[src/rtl/vga_pkg.sv]
// Shared constants for the VGA timing generator: register indices,
// 640x480 default timing and sync polarity encodings.
package vga_pkg;

    typedef enum logic [2:0] {
        REG_H_ACT = 3'd0,
        REG_H_SS  = 3'd1,
        REG_H_SE  = 3'd2,
        REG_H_TOT = 3'd3,
        REG_V_ACT = 3'd4,
        REG_V_SS  = 3'd5,
        REG_V_SE  = 3'd6,
        REG_V_TOT = 3'd7
    } reg_idx_e;

    localparam int unsigned VGA_H_ACT = 640;
    localparam int unsigned VGA_H_SS  = 656;
    localparam int unsigned VGA_H_SE  = 752;
    localparam int unsigned VGA_H_TOT = 799;
    localparam int unsigned VGA_V_ACT = 480;
    localparam int unsigned VGA_V_SS  = 490;
    localparam int unsigned VGA_V_SE  = 492;
    localparam int unsigned VGA_V_TOT = 524;

    localparam logic POL_ACT_LOW  = 1'b0;
    localparam logic POL_ACT_HIGH = 1'b1;

    function automatic logic sync_level(input logic on, input logic pol);
        return on ? pol : ~pol;
    endfunction

endpackage

[src/rtl/vga_timing_gen_if.sv]
// Register write bus of the VGA timing generator.
interface vga_timing_gen_if #(
    parameter int unsigned CW = 12
);
    logic          wr_en;
    logic [2:0]    wr_addr;
    logic [CW-1:0] wr_data;

    modport master (output wr_en, output wr_addr, output wr_data);
    modport slave  (input  wr_en, input  wr_addr, input  wr_data);
endinterface

[src/rtl/vga_axis_counter.sv]
// One timing axis: wrapping position counter plus active-area and sync compares.
module vga_axis_counter #(
    parameter int unsigned CW = 12
) (
    input  logic          clk,
    input  logic          rst_n,
    input  logic          ce,
    input  logic          inc,
    input  logic [CW-1:0] act,
    input  logic [CW-1:0] ss,
    input  logic [CW-1:0] se,
    input  logic [CW-1:0] tot,
    output logic [CW-1:0] cnt,
    output logic          wrap,
    output logic          active,
    output logic          sync_on
);

    // >= rather than == so a total programmed below the count still wraps
    assign wrap    = (cnt >= tot);
    assign active  = (cnt < act);
    assign sync_on = (cnt >= ss) && (cnt < se);

    always_ff @(posedge clk or negedge rst_n) begin
        if (!rst_n) begin
            cnt <= '0;
        end else if (ce && inc) begin
            cnt <= wrap ? '0 : cnt + CW'(1);
        end
    end

endmodule

[src/rtl/vga_timing_gen.sv]
// Programmable VGA timing generator with shadowed registers, registered
// sync/DE/position outputs and character-cell memory addressing.
module vga_timing_gen
    import vga_pkg::*;
#(
    parameter int unsigned CW          = 12,
    parameter int unsigned H_ACT       = VGA_H_ACT,
    parameter int unsigned H_SS        = VGA_H_SS,
    parameter int unsigned H_SE        = VGA_H_SE,
    parameter int unsigned H_TOT       = VGA_H_TOT,
    parameter int unsigned V_ACT       = VGA_V_ACT,
    parameter int unsigned V_SS        = VGA_V_SS,
    parameter int unsigned V_SE        = VGA_V_SE,
    parameter int unsigned V_TOT       = VGA_V_TOT,
    parameter logic        HS_POL      = POL_ACT_LOW,
    parameter logic        VS_POL      = POL_ACT_LOW,
    parameter int unsigned CHAR_W_LOG2 = 3,
    parameter int unsigned CHAR_H_LOG2 = 4,
    parameter int unsigned MA_W        = 14
) (
    input  logic                   CLK,
    input  logic                   RSTn,
    input  logic                   pix_ce,
    vga_timing_gen_if.slave        bus,
    output logic                   HSYNC,
    output logic                   VSYNC,
    output logic                   DE,
    output logic [CW-1:0]          x,
    output logic [CW-1:0]          y,
    output logic [MA_W-1:0]        MA,
    output logic [CHAR_H_LOG2-1:0] RA,
    output logic                   frame_start
);

    localparam logic [CW-1:0] REG_RST [8] = '{
        CW'(H_ACT), CW'(H_SS), CW'(H_SE), CW'(H_TOT),
        CW'(V_ACT), CW'(V_SS), CW'(V_SE), CW'(V_TOT)
    };

    logic [CW-1:0]   shadow [8];
    logic [CW-1:0]   active [8];
    logic [CW-1:0]   h, v;
    logic            h_wrap, v_wrap, h_act, v_act, h_sync, v_sync;
    logic            copy;
    logic            de_next;
    logic            ra_max;
    logic [MA_W-1:0] row_base;
    logic [MA_W-1:0] char_cols;

    vga_axis_counter #(.CW(CW)) u_h (
        .clk     (CLK),
        .rst_n   (RSTn),
        .ce      (pix_ce),
        .inc     (1'b1),
        .act     (active[REG_H_ACT]),
        .ss      (active[REG_H_SS]),
        .se      (active[REG_H_SE]),
        .tot     (active[REG_H_TOT]),
        .cnt     (h),
        .wrap    (h_wrap),
        .active  (h_act),
        .sync_on (h_sync)
    );

    vga_axis_counter #(.CW(CW)) u_v (
        .clk     (CLK),
        .rst_n   (RSTn),
        .ce      (pix_ce),
        .inc     (h_wrap),
        .act     (active[REG_V_ACT]),
        .ss      (active[REG_V_SS]),
        .se      (active[REG_V_SE]),
        .tot     (active[REG_V_TOT]),
        .cnt     (v),
        .wrap    (v_wrap),
        .active  (v_act),
        .sync_on (v_sync)
    );

    assign copy      = pix_ce && h_wrap && v_wrap;
    assign de_next   = h_act && v_act;
    assign ra_max    = &v[CHAR_H_LOG2-1:0];
    assign char_cols = MA_W'(active[REG_H_ACT] >> CHAR_W_LOG2);

    // Copy reads the pre-write shadow, so a write on the copy cycle waits a frame
    always_ff @(posedge CLK or negedge RSTn) begin
        if (!RSTn) begin
            shadow <= REG_RST;
            active <= REG_RST;
        end else begin
            if (copy) begin
                active <= shadow;
            end
            if (bus.wr_en) begin
                shadow[bus.wr_addr] <= bus.wr_data;
            end
        end
    end

    always_ff @(posedge CLK or negedge RSTn) begin
        if (!RSTn) begin
            row_base <= '0;
        end else if (pix_ce && h_wrap) begin
            if (v_wrap) begin
                row_base <= '0;
            end else if (ra_max) begin
                row_base <= row_base + char_cols;
            end
        end
    end

    always_ff @(posedge CLK or negedge RSTn) begin
        if (!RSTn) begin
            HSYNC       <= ~HS_POL;
            VSYNC       <= ~VS_POL;
            DE          <= 1'b0;
            x           <= '0;
            y           <= '0;
            MA          <= '0;
            RA          <= '0;
            frame_start <= 1'b0;
        end else if (pix_ce) begin
            HSYNC       <= sync_level(h_sync, HS_POL);
            VSYNC       <= sync_level(v_sync, VS_POL);
            DE          <= de_next;
            x           <= h;
            y           <= v;
            RA          <= v[CHAR_H_LOG2-1:0];
            frame_start <= (h == '0) && (v == '0);
            if (de_next) begin
                MA <= row_base + MA_W'(h >> CHAR_W_LOG2);
            end
        end
    end

endmodule

[src/flat_wrapper.sv]
// flat-port wrapper written by rule: the top's interface ports become plain ports
module vga_timing_gen_flat import vga_pkg::*;
#(
    parameter int unsigned CW          = 12,
    parameter int unsigned H_ACT       = VGA_H_ACT,
    parameter int unsigned H_SS        = VGA_H_SS,
    parameter int unsigned H_SE        = VGA_H_SE,
    parameter int unsigned H_TOT       = VGA_H_TOT,
    parameter int unsigned V_ACT       = VGA_V_ACT,
    parameter int unsigned V_SS        = VGA_V_SS,
    parameter int unsigned V_SE        = VGA_V_SE,
    parameter int unsigned V_TOT       = VGA_V_TOT,
    parameter logic        HS_POL      = POL_ACT_LOW,
    parameter logic        VS_POL      = POL_ACT_LOW,
    parameter int unsigned CHAR_W_LOG2 = 3,
    parameter int unsigned CHAR_H_LOG2 = 4,
    parameter int unsigned MA_W        = 14
)
  (CLK, RSTn, pix_ce, HSYNC, VSYNC, DE, x, y, MA, RA, frame_start, bus_wr_en, bus_wr_addr, bus_wr_data);
  vga_timing_gen_if #(.CW(CW)) bus_i ();
  input  logic CLK;
  input  logic RSTn;
  input  logic pix_ce;
  output logic HSYNC;
  output logic VSYNC;
  output logic DE;
  output logic [CW-1:0] x;
  output logic [CW-1:0] y;
  output logic [MA_W-1:0] MA;
  output logic [CHAR_H_LOG2-1:0] RA;
  output logic frame_start;
  input wire logic [$bits(bus_i.wr_en)-1:0] bus_wr_en;
  input wire logic [$bits(bus_i.wr_addr)-1:0] bus_wr_addr;
  input wire logic [$bits(bus_i.wr_data)-1:0] bus_wr_data;
  assign bus_i.wr_en = bus_wr_en;
  assign bus_i.wr_addr = bus_wr_addr;
  assign bus_i.wr_data = bus_wr_data;
  vga_timing_gen #(.CW(CW), .H_ACT(H_ACT), .H_SS(H_SS), .H_SE(H_SE), .H_TOT(H_TOT), .V_ACT(V_ACT), .V_SS(V_SS), .V_SE(V_SE), .V_TOT(V_TOT), .HS_POL(HS_POL), .VS_POL(VS_POL), .CHAR_W_LOG2(CHAR_W_LOG2), .CHAR_H_LOG2(CHAR_H_LOG2), .MA_W(MA_W)) u_core (.CLK(CLK), .RSTn(RSTn), .pix_ce(pix_ce), .bus(bus_i), .HSYNC(HSYNC), .VSYNC(VSYNC), .DE(DE), .x(x), .y(y), .MA(MA), .RA(RA), .frame_start(frame_start));
endmodule
[config.mk]
export PLATFORM = sky130hd
export DESIGN_NAME = vga_timing_gen_flat
export DESIGN_NICKNAME = d
export VERILOG_FILES = /design/src/rtl/vga_pkg.sv /design/src/rtl/vga_timing_gen_if.sv /design/src/rtl/vga_axis_counter.sv /design/src/rtl/vga_timing_gen.sv /design/src/flat_wrapper.sv
export SDC_FILE = /design/constraint.sdc
export NUM_CORES = 1
export LEC_CHECK = 0
export ABC_AREA = 1
export BUFFER_PORTS_ARGS = -buffer_cell sky130_fd_sc_hd__buf_2
export CAP_MARGIN = 30
export CORE_UTILIZATION = 53
export CTS_CLUSTER_DIAMETER = 40
export DETAILED_ROUTE_END_ITERATION = 8
export GPL_ROUTABILITY_DRIVEN = 0
export PLACE_DENSITY_LB_ADDON = 0.3
export SKIP_CTS_REPAIR_TIMING = 1
export SLEW_MARGIN = 0
export SYNTH_ARGS = -nofsm -noshare
export SYNTH_HDL_FRONTEND = slang
export SYNTH_SLANG_ARGS = --single-unit
[constraint.sdc]
create_clock -name CLK -period 2.45 [get_ports CLK]
set_input_delay 0.735 -clock CLK [delete_from_list [all_inputs] [get_ports CLK]]
set_output_delay 0.735 -clock CLK [all_outputs]
set_load 0.05 [all_outputs]
==> results of run 1 <==
-- where the power goes --
part           internal (mW)  switching (mW)
sequential              6.15            1.01
clock                   3.43            2.23
combinational           2.65            5.34
-- final timing paths --
kind / from / endpoint / slack [ps]
worst max-delay path: u_core.active[57] / u_core.u_v.cnt[10] / 170
worst min-delay path: RSTn / u_core.RA[0] / 160
worst max register to register: u_core.active[57] / u_core.u_v.cnt[10] / 170
worst min register to register: u_core.MA[12] / u_core.MA[12] / 460
max in group asynchronous: RSTn / u_core.active[76] / 1500
min in group CLK: bus_wr_data[5] / u_core.shadow[5] / 420
-- layer usage --
| metal | share of wire | vias up | wire (um) | track usage |
|---|---|---|---|---|
| met4 | 0.034 | 0 | 1240 | 0.108 |
| met2 | 0.47 | 363 | 17400 | 0.446 |
| met3 | 0.050 | 74 | 1850 | 0.0347 |
| li1 | - | 5953 | - | - |
| met5 | 0 | - | 0 | 0 |
| met1 | 0.44 | 5728 | 16200 | 0.347 |
-- sequential cells by signal, summed over array words and instances, names as in the netlist, 3 cells and up --
register	cells
u_core.row_base	14
u_core.RA	3
u_core.MA	14
u_core.shadow	96
u_core.x	12
u_core.y	9
u_core.u_v.cnt	12
u_core.active	96
u_core.u_h.cnt	12
-- critical path, delay by kind of cell (launching register included) --
kind | cells | cell delay, ps
buffers and inverters | 3 | 470
AO/OA/AOI/OAI | 2 | 310
AND/OR/NAND/NOR | 6 | 560
flip-flops | 1 | 530
adder cells (fa/ha/maj) | 1 | 290
-- logic make-up (layout without fill, tap and decap cells) --
group,count (synthesis),in the layout,synth area share
XOR/XNOR,26,26,0.0157
AO/OA/AOI/OAI,221,221,0.0778
AND/OR/NAND/NOR,887,887,0.250
buffers and inverters,280,402,0.0790
flip-flops,272,272,0.476
adder cells (fa/ha/maj),116,116,0.101
-- synthesized netlist by cell type (all sizes together) --
| library cell | instances |
|---|---|
| dfstp | 74 |
| a21o | 2 |
| o21ai | 165 |
| xor2 | 21 |
| and2 | 2 |
| a21oi | 49 |
| dfrtp | 198 |
| o21bai | 1 |
| nand3 | 160 |
| nand2 | 612 |
| buf | 35 |
| nand4 | 18 |
| nor4 | 3 |
| fa | 2 |
| xnor2 | 5 |
| nor3 | 13 |
| nor2 | 76 |
| nor4b | 1 |
| nor3b | 1 |
| clkbuf | 32 |
| inv | 213 |
| ha | 114 |
| o21a | 4 |
| nand3b | 1 |
-- layout make-up --
cell class / count / area [um^2]
clock buffer: 54 / 1130
clock inverter: 22 / 219
fill: 2260 / 10100
inverter: 213 / 800
multi-input combinational: 1250 / 6460
sequential: 272 / 6900
tap: 341 / 427
timing repair buffer: 113 / 841
==> flow_summary.yaml, run 1 <==
logic_synthesis:
  avgSynthCellArea_um2: 8.04
  synth_warnings: 0
  synthDominantAreaCellType: "sky130_fd_sc_hd__dfrtp_1"
  synth.top_cells.by_area: "sky130_fd_sc_hd__dfrtp_1 (34%), sky130_fd_sc_hd__nand2_1 (16%), sky130_fd_sc_hd__dfstp_2 (13%)"
  ff_latch_count_synth: 272
  synth.yosys.seq_area_share: 0.476
  postSynthNetCount: 1937
  post_synth_instance_area_um2: 14500
  synth_largest_type_area_fraction: 0.342
  netlist_cell_types: 31
  netlist_instances: 1802
power:
  max-vdd-ir-drop_v: 0.000512
  power.total_mw: 20.8
  power.density_nw_per_um2: 1240
  cellLeakagePower_nw: 8.85
clocking:
  insertion_delay_ps: 540
  root_buffer_master: "sky130_fd_sc_hd__clkbuf_16"
  cts_tree: "built"
  cts_made_buffers: 41
  numClockSinks: 272
  ctsLongestPathBuffers: 3
  clkTransAtPathRegs_ps: 60
  htreeDepth: 2
timing:
  unrepaired_setup_endpoints_after_global_routing: "no"
  fmax_mhz: 438
  min_period_ps: 2280
  finClkSkew_ps: 26.0
  worst-slew-pin-transition_ps: 697
  post-route-worst-setup-slack_ps: 167
  timing.max_slew.rel_slack: 0.534
  hold_viol: 0
  final-max-slew-violation-count: 0
  setup_viol: 0
  final_min_period_over_clock_period: 0.932
  tns_ps: 0
  finalHoldWorstSlack_ps: 163
layout:
  fin_nets: 2026
  layout.cell_area.non_filler_um2: 16800
  finalCoreUtilization: 0.624
  most_common_cell_after_layout_fill_and_taps_aside: "sky130_fd_sc_hd__nand2_1"
  antenna-diode-count: 0
  stdcell_count: 2265
  areaGrowthSynthToFinish_pct: 15.8
  fraction_of_final_layout_cells_with_drive_strength_greater_than_1: 0.135
  most_frequent_cells_in_the_layout: "sky130_fd_sc_hd__nand2_1 (610), sky130_fd_sc_hd__inv_1 (212), sky130_fd_sc_hd__dfrtp_1 (198), sky130_fd_sc_hd__o21ai_0 (165), sky130_fd_sc_hd__nand3_1 (160)"
floorplan:
  initial_core_util: 0.539
  num_ports: 65
  die_w_um: 167
  die-height_um: 167
  std_cell_rows: 60
  core_um2: 26900
  die_area_um2: 28000
route:
  drtPass1Iterations: 5
  route.vias.total: 12100
  number_of_routed_nets_with_antenna_violations: 0
  detail_route.wirelength_mm: 36.7
  drtIter0Drc: 931
  post_drt_via_cell_ratio: 5.35
  routed_wire_length_per_instance_um: 16.2
  drcViolationCount: 0
critical_path:
  reg2regPathDepth: 12
  critPathSlowestCell: "sky130_fd_sc_hd__dfstp_2"
  required_worst_endpoint_ps: 2890
  cp.arrival_ps: 2730
  startpoint_type_of_the_worst_setup_path: "flop"
  crit_path_end_kind: "flop"
  crit_chain: "inv_1 -> ha_1 -> nand2_1 -> nor2_1 -> nand2_1 -> nor2_1 -> nor2_1 -> a21oi_4 -> buf_4 -> clkbuf_16 -> nand2_1 -> o21ai_0"
  delay_contributed_by_the_slowest_stage_of_the_critical_path_ps: 530
  worst-setup-path-type: "reg2reg"
  timing.critical_path.fanout_max: 38
place:
  postPlaceCellArea_um2: 15400
  dp_cells: 2186
  place_worst_setup_slack_ps: 167
  hpwl_mm: 25.3
  i_o_buffers: 64
global_route:
  grt_first_pass_wirelength_mm: 59.3
  grt_overflow_total: 0
  antenna_found_initial: 0
  grt_max_degree: 77
  via_count_of_the_first_global_routing_pass: 11800
  gr_util_all_layers: 0.265
outcome:
  status: "finished, final reports clean"
run:
  max_capacitance_violation_count: 0
worst_hold_path:
  timing.hold.worst.class: "in2async"
No activity file was read; power rests on OpenSTA's default activity.
==> run 2: changes to the inputs <==
--- a/config.mk
+++ b/config.mk
@@ -8,10 +8,12 @@
 export ABC_AREA = 1
 export BUFFER_PORTS_ARGS = -buffer_cell sky130_fd_sc_hd__buf_2
 export CAP_MARGIN = 30
+export CORE_MARGIN = 10
 export CORE_UTILIZATION = 53
 export CTS_CLUSTER_DIAMETER = 40
 export DETAILED_ROUTE_END_ITERATION = 8
 export GPL_ROUTABILITY_DRIVEN = 0
+export MAX_ROUTING_LAYER = met4
 export PLACE_DENSITY_LB_ADDON = 0.3
 export SKIP_CTS_REPAIR_TIMING = 1
 export SLEW_MARGIN = 0
==> run 2 against run 1 <==
- register-to-register slack improved by 30 ps
- utilization fell by 0.63 points
- clock-buffer cell count fell by 6
- total power fell by 0.55%
- critical path depth fell by 1
- clock skew rose by 2.2 ps
- critical path type unchanged
- largest cell class unchanged
- largest power group unchanged
- highest routed layer unchanged
==> flow_summary.yaml, run 2 (same netlist as run 1, synthesis figures left out) <==
timing:
  finClkSkew_ps: 28.2
  fmax_mhz: 444
  setup_viol: 0
  tns_ps: 0
  min_period_ps: 2250
  hold_viol: 0
  worst-slew-pin-transition_ps: 737
  post-route-worst-setup-slack_ps: 199
  finalHoldWorstSlack_ps: 82.9
  final-max-slew-violation-count: 0
  timing.max_slew.rel_slack: 0.507
  final_min_period_over_clock_period: 0.919
  unrepaired_setup_endpoints_after_global_routing: "no"
run:
  max_capacitance_violation_count: 0
power:
  cellLeakagePower_nw: 8.76
  power.density_nw_per_um2: 1240
  max-vdd-ir-drop_v: 0.000726
  power.total_mw: 20.7
floorplan:
  std_cell_rows: 60
  core_um2: 27000
  die_w_um: 185
  die-height_um: 185
  initial_core_util: 0.538
  die_area_um2: 34300
  num_ports: 65
layout:
  register_area_um2: 6900
  fraction_of_final_layout_cells_with_drive_strength_greater_than_1: 0.129
  multiInputGateArea_um2: 6460
  most_common_cell_after_layout_fill_and_taps_aside: "sky130_fd_sc_hd__nand2_1"
  fill_cells: 2283
  most_frequent_cells_in_the_layout: "sky130_fd_sc_hd__nand2_1 (609), sky130_fd_sc_hd__inv_1 (212), sky130_fd_sc_hd__dfrtp_1 (198), sky130_fd_sc_hd__o21ai_0 (165), sky130_fd_sc_hd__nand3_1 (160)"
  antenna-diode-count: 0
  fin_nets: 2012
  finalCoreUtilization: 0.618
  largest_registers: "u_core.active (96), u_core.shadow (96)"
  areaGrowthSynthToFinish_pct: 14.9
clocking:
  root_buffer_master: "sky130_fd_sc_hd__clkbuf_16"
  cts_made_buffers: 39
  ctsLongestPathBuffers: 3
  cts_tree: "built"
  htreeDepth: 2
  insertion_delay_ps: 520
  numClockSinks: 272
  clkTransAtPathRegs_ps: 50
critical_path:
  crit_chain: "ha_1 -> nand2_1 -> nor2_1 -> nand2_1 -> nor2_1 -> nand2_1 -> nand2_2 -> nand2_4 -> buf_12 -> nand2_1 -> o21ai_0"
  worst-setup-path-type: "reg2reg"
  setup.reg_to_reg.worst_slack_ps: 200
  timing.critical_path.buf_inv: 1
  required_worst_endpoint_ps: 2830
  critPathMostFrequentCell: "sky130_fd_sc_hd__nand2_1"
  reg2regPathDepth: 11
  timing.critical_path.fanout_max: 60
  rr_endpoint: "u_core.active[7]"
  crit_path_end_kind: "flop"
  critPathSlowestCell: "sky130_fd_sc_hd__dfrtp_1"
  rr_startpoint: "u_core.u_v.cnt[11]"
  cp.arrival_ps: 2630
  delay_contributed_by_the_slowest_stage_of_the_critical_path_ps: 530
  cp_top_family: "simple AND/OR/NAND/NOR gates"
  startpoint_type_of_the_worst_setup_path: "flop"
global_route:
  grt_max_degree: 76
  via_count_of_the_first_global_routing_pass: 12000
  grt_overflow_total: 0
  antenna_found_initial: 0
  grt_first_pass_wirelength_mm: 60.6
  gr_util_all_layers: 0.225
route:
  drtIter0Drc: 1006
  drtPass1Iterations: 5
  number_of_routed_nets_with_antenna_violations: 0
  drcViolationCount: 0
  routed_wire_length_per_instance_um: 16.2
  detail_route.wirelength_mm: 36.5
  post_drt_via_cell_ratio: 5.40
  route.vias.total: 12100
worst_hold_path:
  timing.hold.worst.class: "in2async"
outcome:
  status: "finished, final reports clean"
place:
  place_worst_setup_slack_ps: 191
  i_o_buffers: 64
  hpwl_mm: 24.9
## run 2: cell count changes in the layout (fill, tap and decap cells not counted), sizes merged
cell / previous run / this run
buf: 112 / 101
clkbuf: 55 / 48
clkinvlp: 1 / 2
inv: 224 / 216
bufinv: 1 / 5
clkinv: 9 / 12
## run 2: power by group
group	switching [mW]	total [mW]	internal (mW)
combinational	5.25	7.86	2.62
clock	2.09	5.66	3.57
sequential	1.03	7.18	6.15
total	8.37	20.7	12.3
## run 2: worst max-delay path by stage
| stage | startpoint | end | slack, ps | cells past startpoint |
|---|---|---|---|---|
| 4_1_cts | u_core.u_v.cnt[11] | u_core.MA[0] | 100 | 9 |
| 6_report | u_core.u_v.cnt[11] | u_core.active[7] | 200 | 11 |
| 2_1_floorplan | u_core.active[57] | u_core.active[12] | 470 | 13 |
| 3_3_place_gp | u_core.active[57] | u_core.active[1] | 220 | 12 |
| 3_5_place_dp | u_core.u_v.cnt[11] | u_core.MA[1] | 190 | 9 |
| 5_1_grt | u_core.u_v.cnt[5] | u_core.row_base[9] | 4 | 11 |
## run 2: cell type report
type / instances / share of cell area
Clock buffer: 48 / 0.0624
Clock inverter: 22 / 0.0165
Inverter: 213 / 0.0480
Multi-Input combinational cell: 1250 / 0.388
Sequential cell: 272 / 0.414
Tap cell: 341 / 0.0256
Timing Repair Buffer: 101 / 0.0448
## run 2: through the flow
| stage | instances | instance area, um^2 |
|---|---|---|
| finish | 2247 | 16600 |
| global route | 2247 | 16600 |
| CTS | 2247 | 16600 |
| detailed placement | 2177 | 15300 |
| global placement | 2177 | 15300 |
| floorplan | 1802 | 14500 |
## run 2: per-layer routing
layer,global-route usage,part of all wire
met1,0.278,0.43
met2,0.373,0.48
met3,0.0294,0.062
met4,0.0809,0.031
met5,-,0
==> run 3: changes to the inputs <==
--- a/config.mk
+++ b/config.mk
@@ -9,12 +9,13 @@
 export BUFFER_PORTS_ARGS = -buffer_cell sky130_fd_sc_hd__buf_2
 export CAP_MARGIN = 30
 export CORE_MARGIN = 10
-export CORE_UTILIZATION = 53
+export CORE_UTILIZATION = 50
 export CTS_CLUSTER_DIAMETER = 40
 export DETAILED_ROUTE_END_ITERATION = 8
 export GPL_ROUTABILITY_DRIVEN = 0
 export MAX_ROUTING_LAYER = met4
 export PLACE_DENSITY_LB_ADDON = 0.3
+export RECOVER_POWER = 50
 export SKIP_CTS_REPAIR_TIMING = 1
 export SLEW_MARGIN = 0
 export SYNTH_ARGS = -nofsm -noshare
==> run 3 against run 2 <==
- clock skew decreased by 7.1 ps
- global-route usage decreased by 0.60 points
- design area increased by 1.4%
- total power increased by 2.4%
- combinational power increased by 3.9%
==> flow_summary.yaml, run 3 (same netlist as run 1, synthesis figures left out) <==
place:
  dp_cells: 2241
  hpwl_mm: 26.6
  postPlaceCellArea_um2: 15500
  place_worst_setup_slack_ps: 179
  i_o_buffers: 64
floorplan:
  die_area_um2: 36200
  initial_core_util: 0.506
  num_ports: 65
  die-height_um: 190
  std_cell_rows: 62
  die_w_um: 190
  core_um2: 28600
global_route:
  via_count_of_the_first_global_routing_pass: 12100
  grt_overflow_total: 0
  antenna_found_initial: 0
  grt_max_degree: 80
  gr_util_all_layers: 0.219
  grt_first_pass_wirelength_mm: 62.8
layout:
  most_common_cell_after_layout_fill_and_taps_aside: "sky130_fd_sc_hd__nand2_1"
  fill_cells: 2508
  register_area_um2: 6900
  finalCoreUtilization: 0.590
  areaGrowthSynthToFinish_pct: 16.5
  fraction_of_final_layout_cells_with_drive_strength_greater_than_1: 0.139
  largest_registers: "u_core.active (96), u_core.shadow (96)"
  multiInputGateArea_um2: 6470
  stdcell_count: 2311
  fin_nets: 2033
  antenna-diode-count: 0
  most_frequent_cells_in_the_layout: "sky130_fd_sc_hd__nand2_1 (609), sky130_fd_sc_hd__inv_1 (211), sky130_fd_sc_hd__dfrtp_1 (198), sky130_fd_sc_hd__o21ai_0 (165), sky130_fd_sc_hd__nand3_1 (159)"
  layout.cell_area.non_filler_um2: 16900
clocking:
  insertion_delay_ps: 520
  cts_tree: "built"
  root_buffer_master: "sky130_fd_sc_hd__clkbuf_16"
  cts_made_buffers: 39
  numClockSinks: 272
  htreeDepth: 2
  clkTransAtPathRegs_ps: 60
  ctsLongestPathBuffers: 3
route:
  drcViolationCount: 0
  drtIter0Drc: 1097
  detail_route.wirelength_mm: 37.8
  route.vias.total: 12100
  number_of_routed_nets_with_antenna_violations: 0
  drtPass1Iterations: 6
  post_drt_via_cell_ratio: 5.24
  routed_wire_length_per_instance_um: 16.4
worst_hold_path:
  timing.hold.worst.class: "in2reg"
  worstHoldEndpoint: "u_core.shadow[1]"
  hold_path.startpoint: "bus_wr_data[1]"
  timing.hold.worst_path_depth: 3
critical_path:
  setup.reg_to_reg.worst_slack_ps: 190
  worst-setup-path-type: "reg2reg"
  rr_endpoint: "u_core.active[49]"
  critPathMostFrequentCell: "sky130_fd_sc_hd__nand2_1"
  crit_chain: "inv_1 -> ha_1 -> nand2_1 -> nor2_1 -> nand2_1 -> nor2_1 -> nand2_1 -> a21oi_4 -> clkbuf_16 -> nand3_1 -> nand2_1"
  critPathSlowestCell: "sky130_fd_sc_hd__dfstp_2"
  crit_path_end_kind: "flop"
  timing.critical_path.buf_inv: 2
  rr_startpoint: "u_core.active[57]"
  delay_contributed_by_the_slowest_stage_of_the_critical_path_ps: 530
  cp.arrival_ps: 2720
  startpoint_type_of_the_worst_setup_path: "flop"
  required_worst_endpoint_ps: 2910
  reg2regPathDepth: 11
  timing.critical_path.fanout_max: 79
  cp_top_family: "simple AND/OR/NAND/NOR gates"
timing:
  final_min_period_over_clock_period: 0.923
  worst-slew-pin-transition_ps: 1390
  tns_ps: 0
  timing.max_slew.rel_slack: 0.0751
  final-max-slew-violation-count: 0
  setup_viol: 0
  finClkSkew_ps: 21.1
  fmax_mhz: 442
  hold_viol: 0
  unrepaired_setup_endpoints_after_global_routing: "yes"
  post-route-worst-setup-slack_ps: 190
  finalHoldWorstSlack_ps: 443
  min_period_ps: 2260
run:
  max_capacitance_violation_count: 0
outcome:
  status: "finished, final reports clean"
power:
  max-vdd-ir-drop_v: 0.000648
  power.density_nw_per_um2: 1260
  power.total_mw: 21.2
  cellLeakagePower_nw: 8.85
-- run 3: changes by cell type in the layout (fill, tap and decap cells not counted), moves of 2 or more --
cell,change
sky130_fd_sc_hd__buf_12,-3
sky130_fd_sc_hd__clkinv_4,-3
sky130_fd_sc_hd__buf_4,+14
sky130_fd_sc_hd__inv_8,+2
sky130_fd_sc_hd__clkbuf_2,+3
sky130_fd_sc_hd__clkinv_2,-3
sky130_fd_sc_hd__inv_6,+6
-- run 3: metal layers --
metal / routed length (um) / global-route usage
met3: 2040 / 0.0342
met5: 0 / -
met4: 1480 / 0.0878
met2: 17800 / 0.356
met1: 16500 / 0.270
-- run 3: worst max-delay path by stage --
stage / startpoint / end / slack (ps) / cells after the start
2_1_floorplan: u_core.active[57] / u_core.active[12] / 470 / 13
3_3_place_gp: u_core.active[57] / u_core.active[49] / 220 / 11
3_5_place_dp: u_core.u_h.cnt[3] / u_core.MA[1] / 180 / 10
4_1_cts: u_core.u_h.cnt[3] / u_core.MA[13] / 120 / 10
5_1_grt: u_core.active[57] / u_core.active[84] / -30 / 11
6_report: u_core.active[57] / u_core.active[49] / 190 / 11
-- run 3: tightest hold or removal path, stage by stage --
cell                      delay (ps)
sky130_fd_sc_hd__buf_2            90
sky130_fd_sc_hd__nand2_1          50
sky130_fd_sc_hd__o21ai_0          60
-- run 3: power breakdown --
part | leakage (nW) | internal, mW | total, mW | switching (mW)
combinational | 4.80 | 2.74 | 8.17 | 5.43
sequential | 3.38 | 6.15 | 7.10 | 0.945
clock | 0.673 | 3.74 | 5.93 | 2.20
-- run 3: area by class of cell --
type | instances | area share
clock inverter | 26 | 0.0205
tap | 384 | 0.0285
inverter | 213 | 0.0474
timing repair buffer | 122 | 0.0503
multi-input combinational | 1250 | 0.383
sequential | 272 | 0.409
clock buffer | 44 | 0.0613
